===== src/rtl/multicycle_control.sv =====
// multicycle_control
//   Moore-style control unit for the multicycle MIPS datapath. Each instruction
//   is sequenced through fetch, decode, execute, memory and write-back states.
//   The unit drives the shared-ALU / shared-memory control lines. It also
//   handles memory wait states, flags unsupported opcodes and counts retired
//   instructions.
//
// Ports
//   clk          rising-edge system clock
//   reset        synchronous, active-low reset
//   OP           opcode field from the instruction register
//   mem_ready    memory finished the current access this cycle
//   PCWrite, PCWriteCond, IorD, MemRead, MemWrite, IRWrite
//                PC, memory and instruction-register strobes
//   BranchEQ, BranchNE
//                qualify PCWriteCond with ALU zero / not-zero
//   RegDst, MemtoReg, RegWrite, ALUSrcA, lui
//                register-file, ALU-A and LUI controls
//   ALUSrcB      00 reg B, 01 const 4, 10 sign-ext imm, 11 imm<<2
//   PCSource     00 ALU result, 01 ALUOut, 10 jump target
//   ALUOp        111 R-type, 100 add, 101 or, 011 and, 010 sub, 000 lui pass
//   state        current state (debug)
//   instr_done   high on the final cycle of each legal instruction
//   illegal_op   one-cycle pulse in DECODE on an unsupported opcode
//   retired      count of completed instructions (wraps)
module multicycle_control #(
    parameter int RETIRE_WIDTH = 16,
    parameter int ALUOP_WIDTH  = 3
) (
    input  logic                    clk,
    input  logic                    reset,
    input  logic [5:0]              OP,
    input  logic                    mem_ready,
    output logic                    PCWrite,
    output logic                    PCWriteCond,
    output logic                    IorD,
    output logic                    MemRead,
    output logic                    MemWrite,
    output logic                    IRWrite,
    output logic                    BranchEQ,
    output logic                    BranchNE,
    output logic                    RegDst,
    output logic                    MemtoReg,
    output logic                    RegWrite,
    output logic                    ALUSrcA,
    output logic                    lui,
    output logic [1:0]              ALUSrcB,
    output logic [1:0]              PCSource,
    output logic [ALUOP_WIDTH-1:0]  ALUOp,
    output logic [3:0]              state,
    output logic                    instr_done,
    output logic                    illegal_op,
    output logic [RETIRE_WIDTH-1:0] retired
);

    typedef enum logic [3:0] {
        S_FETCH    = 4'd0,
        S_DECODE   = 4'd1,
        S_MEM_ADDR = 4'd2,
        S_MEM_RD   = 4'd3,
        S_MEM_WB   = 4'd4,
        S_MEM_WR   = 4'd5,
        S_EXEC_R   = 4'd6,
        S_RTYPE_WB = 4'd7,
        S_EXEC_I   = 4'd8,
        S_ITYPE_WB = 4'd9,
        S_BRANCH   = 4'd10,
        S_JUMP     = 4'd11
    } state_t;

    localparam logic [5:0] OP_R    = 6'h00;
    localparam logic [5:0] OP_J    = 6'h02;
    localparam logic [5:0] OP_BEQ  = 6'h04;
    localparam logic [5:0] OP_BNE  = 6'h05;
    localparam logic [5:0] OP_ADDI = 6'h08;
    localparam logic [5:0] OP_ANDI = 6'h0C;
    localparam logic [5:0] OP_ORI  = 6'h0D;
    localparam logic [5:0] OP_LUI  = 6'h0F;
    localparam logic [5:0] OP_LW   = 6'h23;
    localparam logic [5:0] OP_SW   = 6'h2B;

    localparam logic [2:0] AOP_LUI = 3'b000;
    localparam logic [2:0] AOP_SUB = 3'b010;
    localparam logic [2:0] AOP_AND = 3'b011;
    localparam logic [2:0] AOP_ADD = 3'b100;
    localparam logic [2:0] AOP_OR  = 3'b101;
    localparam logic [2:0] AOP_R   = 3'b111;

    state_t     state_q;
    state_t     state_next;
    logic [5:0] op_q;
    logic [2:0] aluop_code;

    // ALU operation for the immediate-class instructions.
    // EXEC_I and ITYPE_WB share these values.
    function automatic logic [2:0] imm_aluop(input logic [5:0] op);
        case (op)
            OP_ANDI: return AOP_AND;
            OP_ORI:  return AOP_OR;
            OP_LUI:  return AOP_LUI;
            default: return AOP_ADD;
        endcase
    endfunction

    function automatic logic is_legal(input logic [5:0] op);
        case (op)
            OP_R, OP_J, OP_BEQ, OP_BNE, OP_ADDI, OP_ANDI,
            OP_ORI, OP_LUI, OP_LW, OP_SW: return 1'b1;
            default:                       return 1'b0;
        endcase
    endfunction

    // State, latched opcode and retirement counter
    always_ff @(posedge clk) begin
        if (!reset) begin
            state_q <= S_FETCH;
            op_q    <= 6'h00;
            retired <= '0;
        end else begin
            state_q <= state_next;
            if (state_q == S_DECODE)
                op_q <= OP;
            if (instr_done)
                retired <= retired + RETIRE_WIDTH'(1);
        end
    end

    // Next-state selection. DECODE dispatches on the live OP because op_q
    // only captures it at the end of that cycle.
    always_comb begin
        state_next = S_FETCH;
        case (state_q)
            S_FETCH:    state_next = mem_ready ? S_DECODE : S_FETCH;
            S_DECODE: begin
                case (OP)
                    OP_LW, OP_SW:                    state_next = S_MEM_ADDR;
                    OP_R:                            state_next = S_EXEC_R;
                    OP_ADDI, OP_ANDI, OP_ORI, OP_LUI: state_next = S_EXEC_I;
                    OP_BEQ, OP_BNE:                  state_next = S_BRANCH;
                    OP_J:                            state_next = S_JUMP;
                    default:                         state_next = S_FETCH;
                endcase
            end
            S_MEM_ADDR: state_next = (op_q == OP_LW) ? S_MEM_RD : S_MEM_WR;
            S_MEM_RD:   state_next = mem_ready ? S_MEM_WB : S_MEM_RD;
            S_MEM_WR:   state_next = mem_ready ? S_FETCH : S_MEM_WR;
            S_EXEC_R:   state_next = S_RTYPE_WB;
            S_EXEC_I:   state_next = S_ITYPE_WB;
            default:    state_next = S_FETCH;
        endcase
    end

    // Control decode. Outputs depend on the registered state, plus mem_ready
    // in FETCH and MEM_WR. The whole decode is suppressed while reset is low,
    // so an aborted instruction never writes during the reset cycle.
    always_comb begin
        PCWrite     = 1'b0;
        PCWriteCond = 1'b0;
        IorD        = 1'b0;
        MemRead     = 1'b0;
        MemWrite    = 1'b0;
        IRWrite     = 1'b0;
        BranchEQ    = 1'b0;
        BranchNE    = 1'b0;
        RegDst      = 1'b0;
        MemtoReg    = 1'b0;
        RegWrite    = 1'b0;
        ALUSrcA     = 1'b0;
        lui         = 1'b0;
        ALUSrcB     = 2'b00;
        PCSource    = 2'b00;
        aluop_code  = 3'b000;
        instr_done  = 1'b0;
        illegal_op  = 1'b0;
        if (reset) begin
            case (state_q)
                S_FETCH: begin
                    MemRead    = 1'b1;
                    ALUSrcB    = 2'b01;
                    aluop_code = AOP_ADD;
                    IRWrite    = mem_ready;
                    PCWrite    = mem_ready;
                end
                S_DECODE: begin
                    ALUSrcB    = 2'b11;
                    aluop_code = AOP_ADD;
                    illegal_op = !is_legal(OP);
                end
                S_MEM_ADDR: begin
                    ALUSrcA    = 1'b1;
                    ALUSrcB    = 2'b10;
                    aluop_code = AOP_ADD;
                end
                S_MEM_RD: begin
                    IorD    = 1'b1;
                    MemRead = 1'b1;
                end
                S_MEM_WB: begin
                    MemtoReg   = 1'b1;
                    RegWrite   = 1'b1;
                    instr_done = 1'b1;
                end
                S_MEM_WR: begin
                    IorD       = 1'b1;
                    MemWrite   = 1'b1;
                    instr_done = mem_ready;
                end
                S_EXEC_R: begin
                    ALUSrcA    = 1'b1;
                    aluop_code = AOP_R;
                end
                S_RTYPE_WB: begin
                    RegDst     = 1'b1;
                    RegWrite   = 1'b1;
                    aluop_code = AOP_R;
                    instr_done = 1'b1;
                end
                S_EXEC_I, S_ITYPE_WB: begin
                    ALUSrcA    = 1'b1;
                    ALUSrcB    = 2'b10;
                    aluop_code = imm_aluop(op_q);
                    lui        = (op_q == OP_LUI);
                    RegWrite   = (state_q == S_ITYPE_WB);
                    instr_done = (state_q == S_ITYPE_WB);
                end
                S_BRANCH: begin
                    ALUSrcA     = 1'b1;
                    ALUSrcB     = 2'b00;
                    aluop_code  = AOP_SUB;
                    PCWriteCond = 1'b1;
                    PCSource    = 2'b01;
                    BranchEQ    = (op_q == OP_BEQ);
                    BranchNE    = (op_q == OP_BNE);
                    instr_done  = 1'b1;
                end
                S_JUMP: begin
                    PCWrite    = 1'b1;
                    PCSource   = 2'b10;
                    instr_done = 1'b1;
                end
                default: begin
                end
            endcase
        end
    end

    assign ALUOp = ALUOP_WIDTH'(aluop_code);
    assign state = state_q;

endmodule


===== config.mk =====
export PLATFORM = sky130hd
export DESIGN_NAME = multicycle_control
export DESIGN_NICKNAME = d
export VERILOG_FILES = /design/src/rtl/multicycle_control.sv
export SDC_FILE = /design/constraint.sdc
export NUM_CORES = 1
export LEC_CHECK = 0
export ABC_CLOCK_PERIOD_IN_PS = 2600
export CORE_ASPECT_RATIO = 0.75
export CORE_UTILIZATION = 40
export DETAILED_ROUTE_END_ITERATION = 10
export GPL_TIMING_DRIVEN = 0
export PLACE_DENSITY = 0.72
export SETUP_SLACK_MARGIN = 0.15
export SYNTH_ARGS = -nofsm -noshare
export SYNTH_HDL_FRONTEND = slang
export SYNTH_SLANG_ARGS = --single-unit

===== constraint.sdc =====
create_clock -name clk -period 2.6 [get_ports clk]
set_input_delay 0.52 -clock clk [delete_from_list [all_inputs] [get_ports clk]]
set_output_delay 0.52 -clock clk [all_outputs]
set_load 0.02 [all_outputs]

Word level (Yosys, flattened, before mapping)
Cells that the tools add are included.

Register bits: 26. Bits of input ports: 9. Output and inout port bits: 42. Word-level logic and storage cells: 92.

$add $sub $neg: 1. Equality and inequality tests: 26. Multiplexer cells: 46. Reduce and logical (&&, ||, !) cells: 16.

Operators by type and width (count): $eq 6x4->1 const B (7); $mux 1 (31); $pmux 4 s7 (1); $eq 6x3->1 const B (4); $pmux 4 s5 (1); $eq 6x6->1 const B (3); $add 16x1->16 const B (1); $eq 4x3->1 const B (4); $eq 4x4->1 const B (4); $reduce_or 2->1 (7); $mux 3 (4); $pmux 3 s4 (1); $reduce_or 10->1 (1); $pmux 3 s3 (1); $eq 4x2->1 const B (2); $reduce_or 4->1 (2); $eq 6x2->1 const B (1); $logic_not 6->1 (1); $pmux 2 s3 (1); $reduce_or 3->1 (2); $reduce_or 5->1 (1); $eq 4x1->1 const B (1); $logic_not 4->1 (1); $mux 2 (2); 4 further kinds (5).

Depth between registers and ports, before layout
Depth in word-level cells: 8. Gate-level depth with buffers: 7. Mapped depth without buffers: 5.

Worst setup path before layout
No wires, ideal clock.

Path type: register to output. Start point: reg state_q[0], in the netlist state[0]. End point: out illegal_op. Arrival time: 1942 ps. Required time: 2080 ps. Path slack: 138 ps. Stages on the path, launching flop included: 5. Cell sequence: dfxtp_1 clkbuf_1 nor4b_2 nand2_1 a311oi_1.

Word-level cells in the longest chain between the ends: 3.

RTL lines: start, declared (RTL line 89) `state_t state_q;`; start signal, assigned (RTL line 120) `state_q <= state_next;`; $eq 4x1->1 (RTL line 176) `case (state_q)`; $mux 1 (RTL line 176); $mux 1 (RTL line 175) `if (reset) begin`; end, declared (RTL line 52) `output logic illegal_op,`.

Every way passes these cells.

Final worst setup path
Start point: reg op_q[4]. End point: out ALUOp[1].

Word-level cells in the longest chain between the ends: 4. Elaborated cells on any way between the ends: 6. Classes of those cells: eq/ne (3); mux (3).

RTL lines: start, declared (RTL line 91) `logic [5:0] op_q;`; start signal, assigned (RTL line 117) `op_q <= 6'h00;`; start signal, assigned (RTL line 122) `op_q <= OP;`; $eq 6x4->1 (RTL line 97) `case (op)`; $pmux 3 s3 (*) (RTL line 97); $pmux 3 s4 (*) (RTL line 176); $mux 3 (*) (RTL line 175); end, declared (RTL line 49) `output logic [ALUOP_WIDTH-1:0] ALUOp,`.

Every way passes the cells marked *; elsewhere a longest branch is shown, timed or not.

==> impl_metrics.tcl <==
set metrics [dict create \
    outcome "completed" \
    pre_cts_ws_ps -661.8 \
    clk_path_buf_depth 2 \
    clk_pin_slew_worst_paths_ps 90 \
    worst_pin_slew_ps 515.6 \
    drcViolationCount 0 \
    grt_pass1_vias 1636 \
    cap_violations 0 \
    grt_max_degree 15 \
    end_kind "output pin" \
    wl_per_cell_um 14.41 \
    core_um2 4079 \
    ys_ff_latch 26 \
    num_antenna_cells 0 \
    slew_viol_final 0 \
    cp_slowest_cell "or4b_4" \
    ant_nets 0 \
    startpoint "op_q[4]$_SDFFE_PN0P_" \
    p_leak_nw 0.9321 \
    stdcell_count 349 \
    syn2layout_area_growth_pct 39.99 \
    synth-edff-count 0 \
    gp_congestion 0.8478 \
    vias 1979 \
    p_seq_frac 0.474 \
    synth_top_area_frac 0.3030 \
    finalHoldViolCount 0 \
    htree_levels 1 \
    clock_sinks 26 \
    holdWs_ps 478.5 \
    cp_num_cells 5 \
    cts_tree "yes" \
    setup_viol 0 \
    syn-mean-instance-area_um2 7.279 \
    synthTopCellsByArea "dfxtp_1 30%, a21oi_1 9.0%, nand2_1 6.6%" \
    top_level_ports 51 \
    portBuffers 48 \
    rsz0062_at_grt "yes" \
    switching_share 0.2965 \
    crit_arrival_ps 1880 \
    start_util 0.4212 \
    nets 305 \
    clock_latency_ps 280 \
    drive_gt1_frac 0.1701 \
    syn_nets 246 \
    dp_cells 339 \
    net-switching-power_mw 0.2627 \
    cts_made_buffers 3 \
    synth_flop_cell "dfxtp_1" \
    cp_max_fo 4 \
    drt_iter0_drc 268 \
    critPathKind "flip-flop to output pin" \
    async_flop_share 0 \
    worstPathRequired_ps 2080 \
    min_period_ps 2405 \
    synthesis.area_um2 1718 \
    pwr-share-clk 0.308 \
    ys_types 47 \
    crit_buf_inv 1 \
    comb_power_share 0.219 \
    clockRootBuffer "clkbuf_8" \
    grt_pass1_wl_um 8059 \
    rr_worst_depth 8 \
    p_int_mw 0.6234 \
    vias_per_cell 5.670 \
    dieArea_um2 4564 \
    wirelength_um 5030 \
    die_y_um 58.76 \
    hp-class "flip-flop to flip-flop" \
    layout_setup_ws_ps 195.1 \
    yosysWarnings 0 \
    antenna_found_initial 0 \
    clock-skew-final_ps 2.907 \
    hold_depth 2 \
    vdd_drop_max_v 0.0001806 \
    period_share 0.9250 \
    gr-total-overflow 0 \
    drt_pass1_iterations 4 \
    synth_common_cells "31 x a21oi_1, 30 x nand2_1, 26 x dfxtp_1" \
    dp_hpwl_um 3582 \
    crit_chain "nor3b_4 > nand3_1 > or4b_4 > a21oi_2 > buf_4" \
    grtUsageTotal 0.2236 \
    ys_seq_area_frac 0.3030 \
    n_fill_cell 391 \
    rows 20 \
    cp-start-kind "flip-flop" \
    fmax_mhz 415.8 \
    power_density_nw_per_um2 368.5 \
    die_x_um 77.67 \
    utilization 0.5896 \
    yosys.area.top_type "dfxtp_1" \
    p_total_mw 0.8862 \
    min-delay-start "op_q[2]$_SDFFE_PN0P_" \
    relSlewSlack 0.6562 \
    synth.most_common_cell "a21oi_1" \
    syn_inst 236 \
    r2r_start "state[2]$_SDFF_PN0_" \
    cp_top_family "simple AND/OR/NAND/NOR gates" \
    max_stage_delay_ps 540 \
]
power groups by stage:
| stage | Clock, mW | Sequential [mW] | Combinational, mW |
|---|---|---|---|
| after floorplan | 0 | 0.430 | 0.111 |
| after global placement | 0 | 0.427 | 0.184 |
| after detailed placement | 0 | 0.427 | 0.186 |
| after CTS | 0.279 | 0.419 | 0.190 |
| after global routing | 0.291 | 0.421 | 0.213 |
| final | 0.273 | 0.420 | 0.194 |
path summary, 6_finish.rpt:
check | to | slack [ps]
max reg2reg | retired[11]$_SDFFE_PN0P_ | 660
min | op_q[2]$_SDFFE_PN0P_ | 480
max | ALUOp[1] | 200
min reg2reg | op_q[2]$_SDFFE_PN0P_ | 480
state kept, by name, summed over array words and instances (netlist names):
name     flops
state        4
op_q         6
retired     16
cell families (layout without fill, tap and decap cells):
| family | after synthesis | in the layout | synth area share |
|---|---|---|---|
| AO/OA/AOI/OAI | 61 | 61 | 0.2127 |
| XOR/XNOR | 5 | 5 | 0.02549 |
| multiplexers | 3 | 3 | 0.01748 |
| AND/OR/NAND/NOR | 116 | 116 | 0.3722 |
| adder cells (fa/ha/maj) | 1 | 1 | 0.007282 |
| buffers and inverters | 24 | 82 | 0.06191 |
| flip-flops | 26 | 26 | 0.3030 |
stage by stage:
step | instance area (um2) | setup TNS, ps
3_3_place_gp | 2273 | -3181
3_5_place_dp | 2273 | -3232
2_1_floorplan | 1724 | 0
5_1_grt | 2405 | 0
6_report | 2405 | 0
4_1_cts | 2379 | 0
tightest hold or removal path, delay by kind of cell, from the launching register on:
family / cells / cell delay [ps]
AO/OA/AOI/OAI: 1 / 50
flip-flops: 1 / 330
AND/OR/NAND/NOR: 1 / 60
cell type report:
type                            count  area, um2  share of cell area
Multi-Input combinational cell    186       1146              0.4766
Sequential cell                    26      526.8              0.2190
Timing Repair Buffer               54      473.0              0.1967
Buffer                             19      116.4             0.04839
Tap cell                           55      68.82             0.02862
Clock buffer                        4      55.05             0.02289
Inverter                            5      18.77            0.007804
metal layers:
metal  track usage  wire (um)  vias to the layer above
met5             0          0                        -
met3       0.04186        388                        5
met1        0.3365       2427                      919
met4       0.06199         39                        0
met2        0.3224       2174                       76
li1              -          -                      979
placed cells by master, fill, tap and decap left out, types with 3 or more instances in the layout:
cell,synthesis,final
nand4_1,4,4
nor2b_1,3,3
clkbuf_8,0,4
o31ai_1,8,8
nand2_1,30,30
buf_4,3,13
o21ai_0,11,11
nor3_1,4,4
nand3_1,8,8
or3_1,7,7
inv_1,4,4
clkbuf_2,0,5
nand3b_1,3,3
dfxtp_1,26,23
a21oi_1,31,29
clkdlybuf4s50_1,0,22
nand2b_1,4,4
dlygate4sd2_1,0,16
xor2_1,4,4
buf_2,4,6
clkbuf_1,10,4
and4_1,3,3
mux2i_1,3,3
or4_1,9,9
nor2_1,23,23
clkbuf_4,0,3
repair_timing:
item | CTS | global route
resized for setup | 67 | 16
setup endpoints to repair | 22 | 11
pin swaps | 4 | 2
setup buffers | 3 | 3
hold buffers | 0 | 0
Power figures use the tool's default switching activity.
